$ cat src/rtl/led_ctrl_pkg.sv
// Shared mode encoding for the LED bank controller.
// Modes advance in a fixed ring on each debounced button press.
package led_ctrl_pkg;

  localparam int MODE_W = 2;

  localparam logic [MODE_W-1:0] MODE_MIRROR = 2'd0;
  localparam logic [MODE_W-1:0] MODE_BLINK  = 2'd1;
  localparam logic [MODE_W-1:0] MODE_SCAN   = 2'd2;
  localparam logic [MODE_W-1:0] MODE_COUNT  = 2'd3;

  function automatic logic [MODE_W-1:0] mode_next(input logic [MODE_W-1:0] m);
    logic [MODE_W-1:0] n;
    case (m)
      MODE_MIRROR: n = MODE_BLINK;
      MODE_BLINK:  n = MODE_SCAN;
      MODE_SCAN:   n = MODE_COUNT;
      default:     n = MODE_MIRROR;
    endcase
    return n;
  endfunction

endpackage

$ cat src/rtl/input_debounce.sv
// Two-flop synchroniser followed by a whole-vector stability filter.
// The output only follows the synchronised input after DEB_CYCLES consecutive differing cycles.
module input_debounce #(
  parameter int W          = 1,
  parameter int DEB_CYCLES = 1_000_000
) (
  input  logic         clk_i,
  input  logic         rst_i,
  input  logic [W-1:0] d_i,
  output logic [W-1:0] q_o
);

  localparam int CNT_W = (DEB_CYCLES > 1) ? $clog2(DEB_CYCLES) : 1;

  logic [W-1:0]     r_meta;
  logic [W-1:0]     r_sync;
  logic [W-1:0]     r_db;
  logic [CNT_W-1:0] r_cnt;
  logic             w_diff;
  logic             w_done;

  // One shared counter: a different bit changing mid-count keeps the run going.
  assign w_diff = (r_sync != r_db);
  assign w_done = (r_cnt == CNT_W'(DEB_CYCLES - 1));

  always_ff @(posedge clk_i or posedge rst_i) begin
    if (rst_i) begin
      r_meta <= '0;
      r_sync <= '0;
      r_db   <= '0;
      r_cnt  <= '0;
    end else begin
      r_meta <= d_i;
      r_sync <= r_meta;
      if (w_diff) begin
        if (w_done) begin
          r_db  <= r_sync;
          r_cnt <= '0;
        end else begin
          r_cnt <= r_cnt + CNT_W'(1);
        end
      end else begin
        r_cnt <= '0;
      end
    end
  end

  assign q_o = r_db;

endmodule

$ cat src/rtl/led_bank_ctrl.sv
// Switch/LED bank controller: debounced inputs, mode ring, step prescaler and four display modes.
// led_o and mode_o are registered from next-state values so both change on the same edge.
module led_bank_ctrl
  import led_ctrl_pkg::*;
#(
  parameter int WIDTH       = 7,
  parameter int DEB_CYCLES  = 1_000_000,
  parameter int STEP_CYCLES = 25_000_000
) (
  input  logic              clk_i,
  input  logic              rst_i,
  input  logic [WIDTH-1:0]  sw_i,
  input  logic              btn_i,
  output logic [WIDTH-1:0]  led_o,
  output logic [MODE_W-1:0] mode_o
);

  localparam int PW    = $clog2(STEP_CYCLES);
  localparam int POS_W = $clog2(WIDTH);

  logic [WIDTH-1:0]  w_sw_db;
  logic              w_btn_db;
  logic              r_btn_prev;
  logic              w_adv;
  logic              w_tick;

  logic [MODE_W-1:0] r_mode;
  logic [PW-1:0]     r_presc;
  logic              r_phase;
  logic [POS_W-1:0]  r_pos;
  logic              r_dir_dn;
  logic [WIDTH-1:0]  r_cnt;
  logic [WIDTH-1:0]  r_led;

  logic [MODE_W-1:0] w_mode_nxt;
  logic [PW-1:0]     w_presc_nxt;
  logic              w_phase_nxt;
  logic [POS_W-1:0]  w_pos_nxt;
  logic              w_dir_dn_nxt;
  logic [WIDTH-1:0]  w_cnt_nxt;
  logic [WIDTH-1:0]  w_led_nxt;

  input_debounce #(
    .W          (WIDTH),
    .DEB_CYCLES (DEB_CYCLES)
  ) u_sw_deb (
    .clk_i (clk_i),
    .rst_i (rst_i),
    .d_i   (sw_i),
    .q_o   (w_sw_db)
  );

  input_debounce #(
    .W          (1),
    .DEB_CYCLES (DEB_CYCLES)
  ) u_btn_deb (
    .clk_i (clk_i),
    .rst_i (rst_i),
    .d_i   (btn_i),
    .q_o   (w_btn_db)
  );

  assign w_adv  = w_btn_db & ~r_btn_prev;
  assign w_tick = (r_presc == PW'(STEP_CYCLES - 1));

  always_comb begin
    w_mode_nxt   = r_mode;
    w_presc_nxt  = r_presc + PW'(1);
    w_phase_nxt  = r_phase;
    w_pos_nxt    = r_pos;
    w_dir_dn_nxt = r_dir_dn;
    w_cnt_nxt    = r_cnt;
    // A mode change restarts every animation and swallows a coincident tick.
    if (w_adv) begin
      w_mode_nxt   = mode_next(r_mode);
      w_presc_nxt  = '0;
      w_phase_nxt  = 1'b0;
      w_pos_nxt    = '0;
      w_dir_dn_nxt = 1'b0;
      w_cnt_nxt    = '0;
    end else if (w_tick) begin
      w_presc_nxt = '0;
      case (r_mode)
        MODE_BLINK: w_phase_nxt = ~r_phase;
        MODE_SCAN: begin
          if (!r_dir_dn) begin
            w_pos_nxt = r_pos + POS_W'(1);
            if (w_pos_nxt == POS_W'(WIDTH - 1)) w_dir_dn_nxt = 1'b1;
          end else begin
            w_pos_nxt = r_pos - POS_W'(1);
            if (w_pos_nxt == '0) w_dir_dn_nxt = 1'b0;
          end
        end
        MODE_COUNT: w_cnt_nxt = r_cnt + WIDTH'(1);
        default: ;
      endcase
    end
  end

  always_comb begin
    w_led_nxt = '0;
    case (w_mode_nxt)
      MODE_MIRROR: w_led_nxt = w_sw_db;
      MODE_BLINK:  w_led_nxt = w_phase_nxt ? w_sw_db : '0;
      MODE_SCAN:   w_led_nxt = WIDTH'(1) << w_pos_nxt;
      default:     w_led_nxt = w_cnt_nxt;
    endcase
  end

  always_ff @(posedge clk_i or posedge rst_i) begin
    if (rst_i) begin
      r_btn_prev <= 1'b0;
      r_mode     <= MODE_MIRROR;
      r_presc    <= '0;
      r_phase    <= 1'b0;
      r_pos      <= '0;
      r_dir_dn   <= 1'b0;
      r_cnt      <= '0;
      r_led      <= '0;
    end else begin
      r_btn_prev <= w_btn_db;
      r_mode     <= w_mode_nxt;
      r_presc    <= w_presc_nxt;
      r_phase    <= w_phase_nxt;
      r_pos      <= w_pos_nxt;
      r_dir_dn   <= w_dir_dn_nxt;
      r_cnt      <= w_cnt_nxt;
      r_led      <= w_led_nxt;
    end
  end

  assign led_o  = r_led;
  assign mode_o = r_mode;

endmodule

$ cat config.mk
export PLATFORM = sky130hd
export DESIGN_NAME = led_bank_ctrl
export DESIGN_NICKNAME = d
export VERILOG_FILES = /design/src/rtl/led_ctrl_pkg.sv /design/src/rtl/input_debounce.sv /design/src/rtl/led_bank_ctrl.sv
export SDC_FILE = /design/constraint.sdc
export NUM_CORES = 1
export LEC_CHECK = 0
export ABC_AREA = 1
export BUFFER_PORTS_ARGS = -buffer_cell sky130_fd_sc_hd__buf_4
export CAP_MARGIN = 25
export CELL_PAD_IN_SITES_DETAIL_PLACEMENT = 0
export CELL_PAD_IN_SITES_GLOBAL_PLACEMENT = 2
export CORE_MARGIN = 2
export CORE_UTILIZATION = 40
export CTS_BUF_LIST = sky130_fd_sc_hd__clkbuf_8
export DETAILED_ROUTE_END_ITERATION = 7
export HOLD_SLACK_MARGIN = 0.05
export PLACE_DENSITY = 0.91
export SYNTH_ARGS = -nofsm -noshare
export SYNTH_HDL_FRONTEND = slang
export SYNTH_SLANG_ARGS = --single-unit
$ cat constraint.sdc
create_clock -name clk_i -period 3.5 [get_ports clk_i]
set_clock_uncertainty 0.1 [all_clocks]
set_input_delay 0.175 -clock clk_i [delete_from_list [all_inputs] [get_ports clk_i]]
set_output_delay 0.175 -clock clk_i [all_outputs]
set_load 0.01 [all_outputs]
Word level (Yosys, flattened, before mapping):

Index checks and enable logic that the tools add are counted.

* bitwise operators: 3
* reductions and logical operators: 8
* eq/ne operators: 11
* muxes and demuxes: 26
* add/subtract/negate cells: 6
* shift operators: 1

Operator list (count)
* $mux W20: 4
* $mux W25: 2
* $add A20 B1 Y20 const B: 2
* $eq A20 B20 Y1 const B: 2
* $mux W7: 4
* $add A25 B1 Y25 const B: 1
* $eq A25 B25 Y1 const B: 1
* $pmux W7 S3: 1
* $mux W3: 4
* $mux W1: 9
* $add A7 B1 Y7 const B: 1
* $ne A7 B7 Y1: 1
* $shl A1 B3 Y7 const A: 1
* $eq A2 B2 Y1 const B: 3
* $pmux W2 S3: 1
* $reduce_and A2 Y1: 3
* $eq A2 B1 Y1 const B: 2
* $logic_not A2 Y1: 2
* $reduce_bool A2 Y1: 2
* $add A3 B1 Y3 const B: 1
* $eq A3 B3 Y1 const B: 1
* $logic_not A3 Y1: 1
* $sub A3 B1 Y3 const B: 1
* $mux W2: 1
* other kinds (3): 4

* flip-flop bits (word level): 111
* output and inout port bits: 9

Longest topological paths before layout:

Gate-level depths: netlist of the first run.

* word-level depth: 7
* gate-level depth with buffers: 14
* depth with buffers taken out: 14

Hierarchy:

From an unflattened synthesis of the first run, not the netlist that was laid out.

* cells, all modules: 781
* area total of the unflattened synthesis: 6137.1 um2

By module, submodules not included
* led_bank_ctrl: times used 1, seq. area each 1176.1 um2, area an instance 2966.6 um2, cells an instance 403
* input_debounce at u_sw_deb: times used 1, seq. area each 1026.0 um2, area an instance 1879.3 um2, cells an instance 216
* input_debounce at u_btn_deb: times used 1, seq. area each 575.6 um2, area an instance 1291.2 um2, cells an instance 162

Least setup slack after synthesis of the first run:

Ideal clock, no wire load.

* path type: flip-flop to flip-flop
* from: register r_presc[0]
* to: register r_led[0], in the netlist led_o[0]
* stages on the path, launching flop included: 14
* path slack: 1769 ps
* path buffers: 1
* required time: 3276 ps
* arrival time: 1507 ps
* setup time: 124 ps
* cells stage by stage: dfrtp_1 -> ha_1 -> nand3_2 -> inv_2 -> nand2_2 -> nor2_4 -> nand2_2 -> buf_6 -> nand2_4 -> nand3_4 -> nand2_2 -> inv_2 -> nand2_1 -> nand3_1

* cells in the longest elaborated chain, start to end: 5
* elaborated cells on any way between the ends: 10

Ends and longest elaborated chain
* start, declared: line led_bank_ctrl.sv:28 `logic [PW-1:0] r_presc;`
* start signal, assigned: line led_bank_ctrl.sv:123 `r_presc <= w_presc_nxt;`
* $eq A25 B25 Y1 (*): line led_bank_ctrl.sv:64 `assign w_tick = (r_presc == PW'(STEP_CYCLES - 1));`
* $mux W3 / $mux W1 (equally long branches): line led_bank_ctrl.sv:81 `end else if (w_tick) begin`
* $mux W3 / $mux W1 (equally long branches): line led_bank_ctrl.sv:74 `if (w_adv) begin`
* $shl A1 B3 Y7 / $mux W7 (equally long branches): line led_bank_ctrl.sv:105, led_bank_ctrl.sv:104
* $pmux W7 S3 (*): line led_bank_ctrl.sv:102 `case (w_mode_nxt)`
* named net w_led_nxt[0]: line led_bank_ctrl.sv:41 `logic [WIDTH-1:0] w_led_nxt;`
* end signal, assigned: line led_bank_ctrl.sv:128 `r_led <= w_led_nxt;`
* end, declared: line led_bank_ctrl.sv:33 `logic [WIDTH-1:0] r_led;`

The timed path passes the listed nets; every way through them passes the cells marked *.
A chain may end at the register's enable or synchronous reset.

Worst setup path in the final report of the first run:

Same ends and word-level chain as after synthesis.

==> impl_metrics.ini, run 1 <==
[critical_path]
cp-end-kind = flip-flop
rr_startpoint = r_presc[0]
worstSetupStartpointType = flip-flop
critPathSlowestCell = dfrtp_1
required_ns = 3.73
cp_cell_sequence = ha_1, nand3_2, inv_2, nand2_2, nor2_4, nand2_2, nand2_1, nand2_1, nand2_1, nand2_1, inv_1, nand2_1, nand3_1
r2r_slack_ns = 1.46
worst-path-max-fanout = 11
worst_r2r_endpoint = led_o[0]
cpMostUsedCell = nand2_1
worst-setup-path-type = reg2reg
ff2ff_path_depth = 13
arrival_ns = 2.27
cpPeakStageDelay_ns = 0.41

[clock_tree]
cts_buffer_depth = 2
cts_max_level = 3
cts_tree = yes
clock_latency_ns = 0.39
cts_buffers = 9
clkTransAtPathRegs_ns = 0.10
clock-sinks = 111
root_buffer = clkbuf_8

[yosys]
ys_seq_elements = 111
ys.flop_type = dfrtp_1
synth_cell_types = 43
yosysWarnings = 0
synth.cell_area_um2 = 5940
avgSynthCellArea_um2 = 8.24
synth-edff-count = 0
async_reset_ff_frac = 1.00
syn_nets = 742
synth_seq_area_share = 0.468
syn_inst = 721

[drt]
drt_iter0_drc = 242
wl_per_cell_um = 13.1
via_per_inst = 4.98
drc_errors = 0
first_pass_iters = 4
routed_wl_um = 12300
ant_nets = 0
vias = 4685

[global_routing]
grt-ovfl-total = 0
grt_pass1_wl_um = 21700
grt_use_total = 0.167
grt_pass1_vias = 4634
grt_max_degree = 74
antenna_found_initial = 0

[worst_hold_path]
hp-start = u_sw_deb.r_meta[1]
whs_path_depth = 0
min_to = u_sw_deb.r_sync[1]
hold_path.class = reg2reg

[status]
status = complete, no violations

[placement]
hpwl_um = 9230
place_inst = 916
dpl_worst_slack_ns = 1.48
dpl_cell_area_um2 = 6260
io_buffer_count = 18
gp_congestion = 0.828

[timing]
clock.fmax_mhz = 490
layout_min_cycle_time_ns = 2.04
fin_hold_ws_ns = 0.258
drv_slew = 0
rsz0062_at_grt = no
fin_ws_ns = 1.46
setup_viol = 0
slew-limit-headroom = 0.397
setup_tns_ns = 0
tightest_slew_ns = 0.904
final-hold-violation-count = 0
fin_crit_sh = 0.583

[die]
start_util = 0.409
dieArea_um2 = 15800
die_h_um = 126
coreArea_um2 = 14500
fp-row-count = 44
io_pins = 19
die_w_um = 126

[flow_run]
maxCapViolations = 0

[cells_and_area]
fin_area_um2 = 6530
num_antenna_cells = 0
fillers = 1477
instances_no_fill = 941
drive_gt1_frac = 0.114
syn_to_final_growth_pct = 9.92
nets = 773

[power]
power.density_nw_per_um2 = 343
power_leakage_nw = 2.99
irDropWorstVdd_uv = 289
[critical path: cells and delay by family (launching register included)]
kind	cells	cell delay, ns
adder cells (fa/ha/maj)	1	0.22
AND/OR/NAND/NOR	10	1.08
buffers and inverters	2	0.16
flip-flops	1	0.41
[what timing repair did]
item                      CTS  global route
resized for setup           0             0
setup buffers               0             0
hold endpoints to repair   79             0
hold buffers                9             0
[per-layer routing]
metal	up-vias	routed length, um	GRT usage
li1	2392	-	-
met1	2206	6060	0.232
met2	72	5720	0.268
met3	15	421	0.0387
met4	0	135	0.0394
met5	-	0	0
[layout make-up]
class	instances	area, um2	area share
Sequential cell	111	2780	0.425
Multi-Input combinational cell	510	2750	0.421
Inverter	90	343	0.0525
Timing Repair Buffer	30	248	0.0379
Tap cell	184	230	0.0353
Clock buffer	9	124	0.0190
Clock inverter	7	56.3	0.00862
[Yosys cell counts, types with 2 or more instances]
library cell	count	area, um2
a211oi_1	2	15.0
a21oi_1	20	100
a31oi_1	4	25.0
and3_1	2	12.5
buf_2	3	15.0
buf_4	2	15.0
buf_6	3	33.8
clkbuf_1	2	7.51
dfrtp_1	111	2780
ha_1	11	138
inv_1	82	308
inv_2	7	26.3
nand2_1	151	567
nand2_2	7	43.8
nand2_4	4	45.0
nand3_1	54	270
nand3_2	3	30.0
nand3_4	3	52.6
nand4_1	22	138
nor2_1	98	368
nor2_2	8	50.1
nor2_4	6	67.6
nor3_1	25	125
nor3_2	2	20.0
nor3b_1	5	37.5
nor4_1	3	18.8
o21a_1	4	30.0
o21ai_0	22	110
o21ai_1	6	30.0
xnor2_1	14	123
xor2_1	23	201
[sequential cells by signal (all words and copies together) (netlist names)]
register / flops
u_btn_deb.r_sync: 1
u_btn_deb.r_cnt: 20
u_sw_deb.r_meta: 7
r_dir_dn: 1
u_sw_deb.q_o: 7
led_o: 7
u_sw_deb.r_cnt: 20
r_btn_prev: 1
u_btn_deb.r_meta: 1
r_presc: 25
u_btn_deb.q_o: 1
r_pos: 3
mode_o: 2
u_sw_deb.r_sync: 7
r_phase: 1
r_cnt: 7
[where the power goes]
group          switching [mW]  internal (mW)  leakage [nW]
sequential             0.0463           1.33          1.49
clock                   0.458          0.268        0.0944
combinational          0.0753         0.0586          1.41
[worst max path at each step]
stage	start	end
2_1_floorplan	rst_i	led_o[0]
3_3_place_gp	u_sw_deb.r_cnt[0]	u_sw_deb.r_cnt[10]
3_5_place_dp	u_btn_deb.r_cnt[0]	u_btn_deb.r_cnt[19]
5_1_grt	r_presc[0]	led_o[0]
4_1_cts	u_btn_deb.r_cnt[0]	u_btn_deb.r_cnt[19]
6_report	r_presc[0]	led_o[0]
[placed cells by master (no fill, tap or decap), drive strengths merged, types with 2 or more instances in the layout]
master,netlist,layout
a211oi,2,2
a21oi,20,20
a31oi,4,4
and3,2,2
buf,8,21
clkbuf,2,9
clkinv,0,3
dfrtp,111,111
dlygate4sd3,0,9
ha,11,11
inv,90,93
nand2,162,162
nand3,60,60
nand4,22,22
nor2,113,113
nor3,28,28
nor3b,6,6
nor4,4,4
o21a,4,4
o21ai,30,30
xnor2,14,14
xor2,23,23
[stage by stage]
step           total power [mW]  utilization
2_1_floorplan              1.49            -
3_5_place_dp               1.53        0.431
5_1_grt                    2.35        0.449
4_1_cts                    2.27        0.449
3_3_place_gp               1.52        0.431
6_report                   2.24        0.449
[cell families after synthesis]
| group | Yosys count | synth area share |
|---|---|---|
| AND/OR/NAND/NOR | 397 | 0.321 |
| adder cells (fa/ha/maj) | 11 | 0.0232 |
| flip-flops | 111 | 0.468 |
| AO/OA/AOI/OAI | 64 | 0.0624 |
| XOR/XNOR | 37 | 0.0546 |
| buffers and inverters | 100 | 0.0693 |
| multiplexers | 1 | 0.00190 |
(Power assumes the default switching activity.)
==> inputs of run 2 (changes only) <==
- ABC_AREA: 1 -> 0
- CORE_UTILIZATION: 40 -> 43
- PLACE_DENSITY: 0.91 -> 0.9
- clock period: 3.5 -> 1.9 ns (I/O delays scaled with it)
==> impl_metrics.ini, run 2 <==
[status]
status = finished with violations
violations = negative setup slack

[placement]
io_buffer_count = 18
gp_congestion = 0.828
hpwl_um = 7650
dpl_worst_slack_ns = -0.124
place_inst = 734
dpl_cell_area_um2 = 6130

[timing]
clock.fmax_mhz = 486
final-hold-violation-count = 0
rsz0062_at_grt = yes
setup_viol = 37
tightest_slew_ns = 0.659
fin_crit_sh = 1.08
fin_ws_ns = -0.157
drv_slew = 0
layout_min_cycle_time_ns = 2.06
fin_hold_ws_ns = 0.259
slew-limit-headroom = 0.560
setup_tns_ns = -1.53

[power]
irDropWorstVdd_uv = 344
swShare = 0.240
power.density_nw_per_um2 = 613
p_sw_mw = 1.00
pwr-share-seq = 0.605
p_clk_frac = 0.329
power_leakage_nw = 3.17
internal-power_mw = 3.17
power_mw = 4.18
p_comb_frac = 0.066

[yosys]
ys.flop_type = dfrtp_1
synthTopCellsByArea = dfrtp_1 (53%), xor2_1 (7.9%), nor2_1 (6.4%), xnor2_1 (5.2%), nand3_1 (3.2%)
syn_nets = 520
async_reset_ff_frac = 1.00
synth_seq_area_share = 0.534
synth.cell_area_um2 = 5210
synth-edff-count = 0
ys_seq_elements = 111
netlist_top_cells_count = dfrtp_1 (111), nor2_1 (89), xor2_1 (47)
yosysWarnings = 0
synth_cell_types = 49
yosys.area.top_type = dfrtp_1
synth_top_area_frac = 0.534
yosysMostFrequentCell = dfrtp_1
avgSynthCellArea_um2 = 10.4
syn_inst = 499

[cells_and_area]
fillers = 996
mostFrequentLayoutCells = dfrtp_1 (110), buf_4 (97), nor2_1 (84), xor2_1 (40)
drive_gt1_frac = 0.293
fin_area_um2 = 6810
num_antenna_cells = 0
largest_reg_flops = 25
top_register = r_presc
final_common_cell = dfrtp_1
nets = 641
utilization = 0.572
syn_to_final_growth_pct = 30.8
instances_no_fill = 772
reg_top3 = r_presc (25), u_btn_deb.r_cnt (20), u_sw_deb.r_cnt (20)

[drt]
via_per_inst = 5.05
ant_nets = 0
first_pass_iters = 4
wl_per_cell_um = 14.3
routed_wl_um = 11100
drc_errors = 0
vias = 3901
drt_iter0_drc = 191

[global_routing]
grt_pass1_wl_um = 18300
grt-ovfl-total = 0
grt_use_total = 0.179
antenna_found_initial = 0
grt_pass1_vias = 3828
grt_max_degree = 34

[clock_tree]
cts_max_level = 3
clock_latency_ns = 0.37
cts_buffer_depth = 2
clkTransAtPathRegs_ns = 0.10
clock-sinks = 111
root_buffer = clkbuf_8
cts_tree = yes
cts_buffers = 9

[die]
dieArea_um2 = 13000
start_util = 0.437
fp-row-count = 40
io_pins = 19
die_h_um = 114
coreArea_um2 = 11900
die_w_um = 114

[flow_run]
maxCapViolations = 0

[critical_path]
arrival_ns = 2.19
worst-path-max-fanout = 7
required_ns = 2.03
worstSetupStartpointType = flip-flop
cp-end-kind = flip-flop
worst-setup-path-type = reg2reg

[worst_hold_path]
hold_path.class = in2reg
[run 2: cell types whose count changed in the layout (fill, tap and decap cells not counted), sizes merged, moves of 6 or more]
| cell | previous run | this run |
|---|---|---|
| inv | 93 | 18 |
| nor3b | 6 | 0 |
| nor3 | 28 | 15 |
| nor2 | 113 | 89 |
| xor2 | 23 | 47 |
| and4 | 0 | 6 |
| xnor2 | 14 | 31 |
| nand2 | 162 | 33 |
| o221ai | 0 | 6 |
| and3 | 2 | 14 |
| nand3 | 60 | 35 |
| o21ai | 30 | 9 |
| a21oi | 20 | 5 |
| buf | 21 | 108 |
[run 2: layer usage]
metal | vias to the layer above | share of wire | track usage
li1 | 1938 | - | -
met1 | 1905 | 0.48 | 0.247
met2 | 41 | 0.48 | 0.285
met3 | 17 | 0.021 | 0.0255
met4 | 0 | 0.017 | 0.0707
met5 | - | 0 | 0
[run 2: final cells by class]
cell class,count,area [um2],share of cell area
Timing Repair Buffer,118,1010,0.148
Clock inverter,4,30.0,0.00441
Tap cell,147,184,0.0270
Multi-Input combinational cell,362,2570,0.378
Clock buffer,12,165,0.0243
Inverter,18,71.3,0.0105
Sequential cell,111,2780,0.408
[run 2: logic make-up (layout without fill, tap and decap cells)]
| logic type | Yosys count | in the layout | share of synthesized area |
|---|---|---|---|
| flops | 111 | 111 | 0.534 |
| fa+ha+maj | 11 | 11 | 0.0264 |
| buf+inv | 27 | 152 | 0.0224 |
| mux | 8 | 8 | 0.0163 |
| compound gates | 29 | 29 | 0.0409 |
| xor+xnor | 78 | 78 | 0.131 |
| simple gates | 235 | 236 | 0.229 |
[run 2: critical path, stage by stage, from the launching register on]
cell and delay (ns):
dfrtp_2 0.44, nor4_4 0.37, nand4_4 0.23, nor3_4 0.24, xor2_2 0.11, a21oi_4 0.26, o221ai_1 0.16
[run 2: path summary, 6_finish.rpt]
kind | slack, ns | start | cells after the start | to
max | -0.16 | r_presc[10] | 6 | led_o[6]
min | 0.26 | btn_i | 2 | u_btn_deb.r_meta
max reg2reg | -0.16 | r_presc[10] | 6 | led_o[6]
min reg2reg | 0.26 | u_btn_deb.r_meta | 0 | u_btn_deb.r_sync
max in group asynchronous | 0.78 | rst_i | 4 | u_sw_deb.r_cnt[4]
min in group asynchronous | 0.27 | rst_i | 3 | u_sw_deb.r_sync[6]
[run 2: timing repair]
| action | 4_1_cts | 5_1_grt |
|---|---|---|
| gates cloned | 1 | 2 |
| gates resized for setup | 16 | 43 |
| setup endpoints to repair | 30 | 84 |
| hold buffers | 9 | 0 |
| buffers inserted | 3 | 9 |
| hold endpoints to repair | 29 | 0 |
| pin swaps | 2 | 17 |
[run 2: power groups by stage]
stage | clock [mW] | combinational, mW | sequential [mW]
finish | 1.38 | 0.275 | 2.53
global route | 1.50 | 0.320 | 2.54
CTS | 1.42 | 0.274 | 2.52
detailed placement | 0 | 0.256 | 2.57
global placement | 0 | 0.249 | 2.56
floorplan | 0 | 0.154 | 2.56
==> inputs of run 3 (changes only) <==
- CORE_UTILIZATION: 43 -> 41
- CTS_BUF_LIST: sky130_fd_sc_hd__clkbuf_8 -> not set
- PLACE_DENSITY: 0.9 -> 0.87
==> impl_metrics.ini, run 3 (same netlist as run 2, synthesis figures left out) <==
[global_routing]
grt_use_total = 0.171
antenna_found_initial = 0
grt_pass1_wl_um = 18300
grt_pass1_vias = 3889
grt-ovfl-total = 0
grt_max_degree = 31

[clock_tree]
cts_max_level = 3
root_buffer = clkbuf_16
cts_buffers = 9
cts_buffer_depth = 2
clock-sinks = 111
clock_latency_ns = 0.35
clkTransAtPathRegs_ns = 0.07
cts_tree = yes

[cells_and_area]
reg_top3 = r_presc (25), u_btn_deb.r_cnt (20), u_sw_deb.r_cnt (20)
drive_gt1_frac = 0.314
final_common_cell = dfrtp_1
regArea_um2 = 2780
multi_input_area_um2 = 2620
num_antenna_cells = 0
syn_to_final_growth_pct = 35.9
nets = 645
top_register = r_presc
fin_area_um2 = 7070
utilization = 0.565
fillers = 1080
largest_reg_flops = 25
mostFrequentLayoutCells = dfrtp_1 (110), buf_4 (98), nor2_1 (79), xor2_1 (40), nand2_1 (32)

[timing]
final-hold-violation-count = 0
fin_crit_sh = 1.09
fin_ws_ns = -0.165
rsz0062_at_grt = yes
setup_viol = 34
tightest_slew_ns = 0.417
layout_min_cycle_time_ns = 2.06
drv_slew = 0
clock.fmax_mhz = 484
slew-limit-headroom = 0.722

[critical_path]
startpoint = r_presc[8]
worst-setup-path-type = reg2reg
worst-path-max-fanout = 5
rr_startpoint = r_presc[8]
worstSetupStartpointType = flip-flop
arrival_ns = 2.23
worst_r2r_endpoint = led_o[2]
required_ns = 2.06
ff2ff_path_depth = 7
r2r_slack_ns = -0.16
cp-end-kind = flip-flop

[power]
power.density_nw_per_um2 = 667
irDropWorstVdd_uv = 472
power_leakage_nw = 3.21

[placement]
gp_congestion = 0.788
dpl_worst_slack_ns = -0.157
io_buffer_count = 18
dpl_cell_area_um2 = 6220
hpwl_um = 7610

[drt]
drc_errors = 0
drt_iter0_drc = 192
wl_per_cell_um = 14.6
via_per_inst = 4.95
ant_nets = 0
vias = 3961
first_pass_iters = 4
routed_wl_um = 11700

[worst_hold_path]
hold_path.class = in2async

[status]
status = finished with violations
violations = negative setup slack

[die]
dieArea_um2 = 13600
coreArea_um2 = 12500
fp-row-count = 41
start_util = 0.416
die_h_um = 117
io_pins = 19
die_w_um = 117

[flow_run]
maxCapViolations = 0
==> run 3: changes by cell type in the layout (fill, tap and decap cells not counted), moves of 2 or more <==
cell	before	now
nor3_2	6	8
nor2_2	5	9
nor4_2	4	6
clkbuf_8	12	0
nor4_1	2	0
and3_2	0	2
and3_1	14	11
nor2_1	84	79
buf_12	4	7
clkbuf_16	1	12
==> run 3: final cells by class <==
cell class                      count  area share
Multi-Input combinational cell    362       0.370
Timing Repair Buffer              122       0.155
Clock inverter                      6     0.00990
Inverter                           18      0.0101
Clock buffer                        9      0.0318
Sequential cell                   111       0.393
Tap cell                          172      0.0304
==> run 3: power breakdown <==
part | internal (mW) | total [mW] | switching [mW]
Clock | 1.02 | 1.88 | 0.855
Sequential | 2.45 | 2.52 | 0.0653
Combinational | 0.162 | 0.324 | 0.163
Total | 3.64 | 4.72 | 1.08
==> run 3: worst max-delay path: stages (launching register included) <==
cell	delay, ns
dfrtp_1	0.39
and4b_2	0.39
nand4_4	0.20
nor3_4	0.30
buf_4	0.16
mux2i_1	0.22
nand4_1	0.13
o221ai_1	0.09
==> run 3: repair_timing <==
action                                 in CTS  in global routing
pin swaps                                   1                  9
setup buffers                               0                 10
gates cloned                                0                  5
setup endpoints to repair                  28                 65
endpoints found under the hold margin     119                  0
gates resized for setup                     4                 59
hold buffers                                9                  0
==> run 3: worst max-delay path by stage <==
stage / slack [ns] / cells after the start / end
6_report: -0.16 / 7 / led_o[2]
5_1_grt: -0.25 / 7 / led_o[1]
4_1_cts: -0.16 / 7 / led_o[6]
3_5_place_dp: -0.16 / 7 / led_o[4]
3_3_place_gp: -0.09 / 7 / led_o[3]
2_1_floorplan: -0.03 / 6 / led_o[0]
==> run 3: layer usage <==
layer	part of all wire	vias to the layer above	wire (um)	track usage
met5	0	-	0	0
met2	0.49	49	5680	0.282
li1	-	1950	-	-
met1	0.47	1947	5500	0.223
met3	0.024	15	284	0.0301
met4	0.017	0	199	0.0745
==> run 3: metrics by stage <==
stage                     total power, mW  setup TNS [ns]  hold WS, ns  instances
after floorplan                      2.71         -0.0672       0.0264        499
after global placement               2.83          -0.351       0.0211        762
after detailed placement             2.84          -0.962       0.0223        762
after CTS                            4.76          -0.942        0.195        786
after global routing                 4.93           -5.93        0.231        800
final                                4.72           -2.18        0.208        800
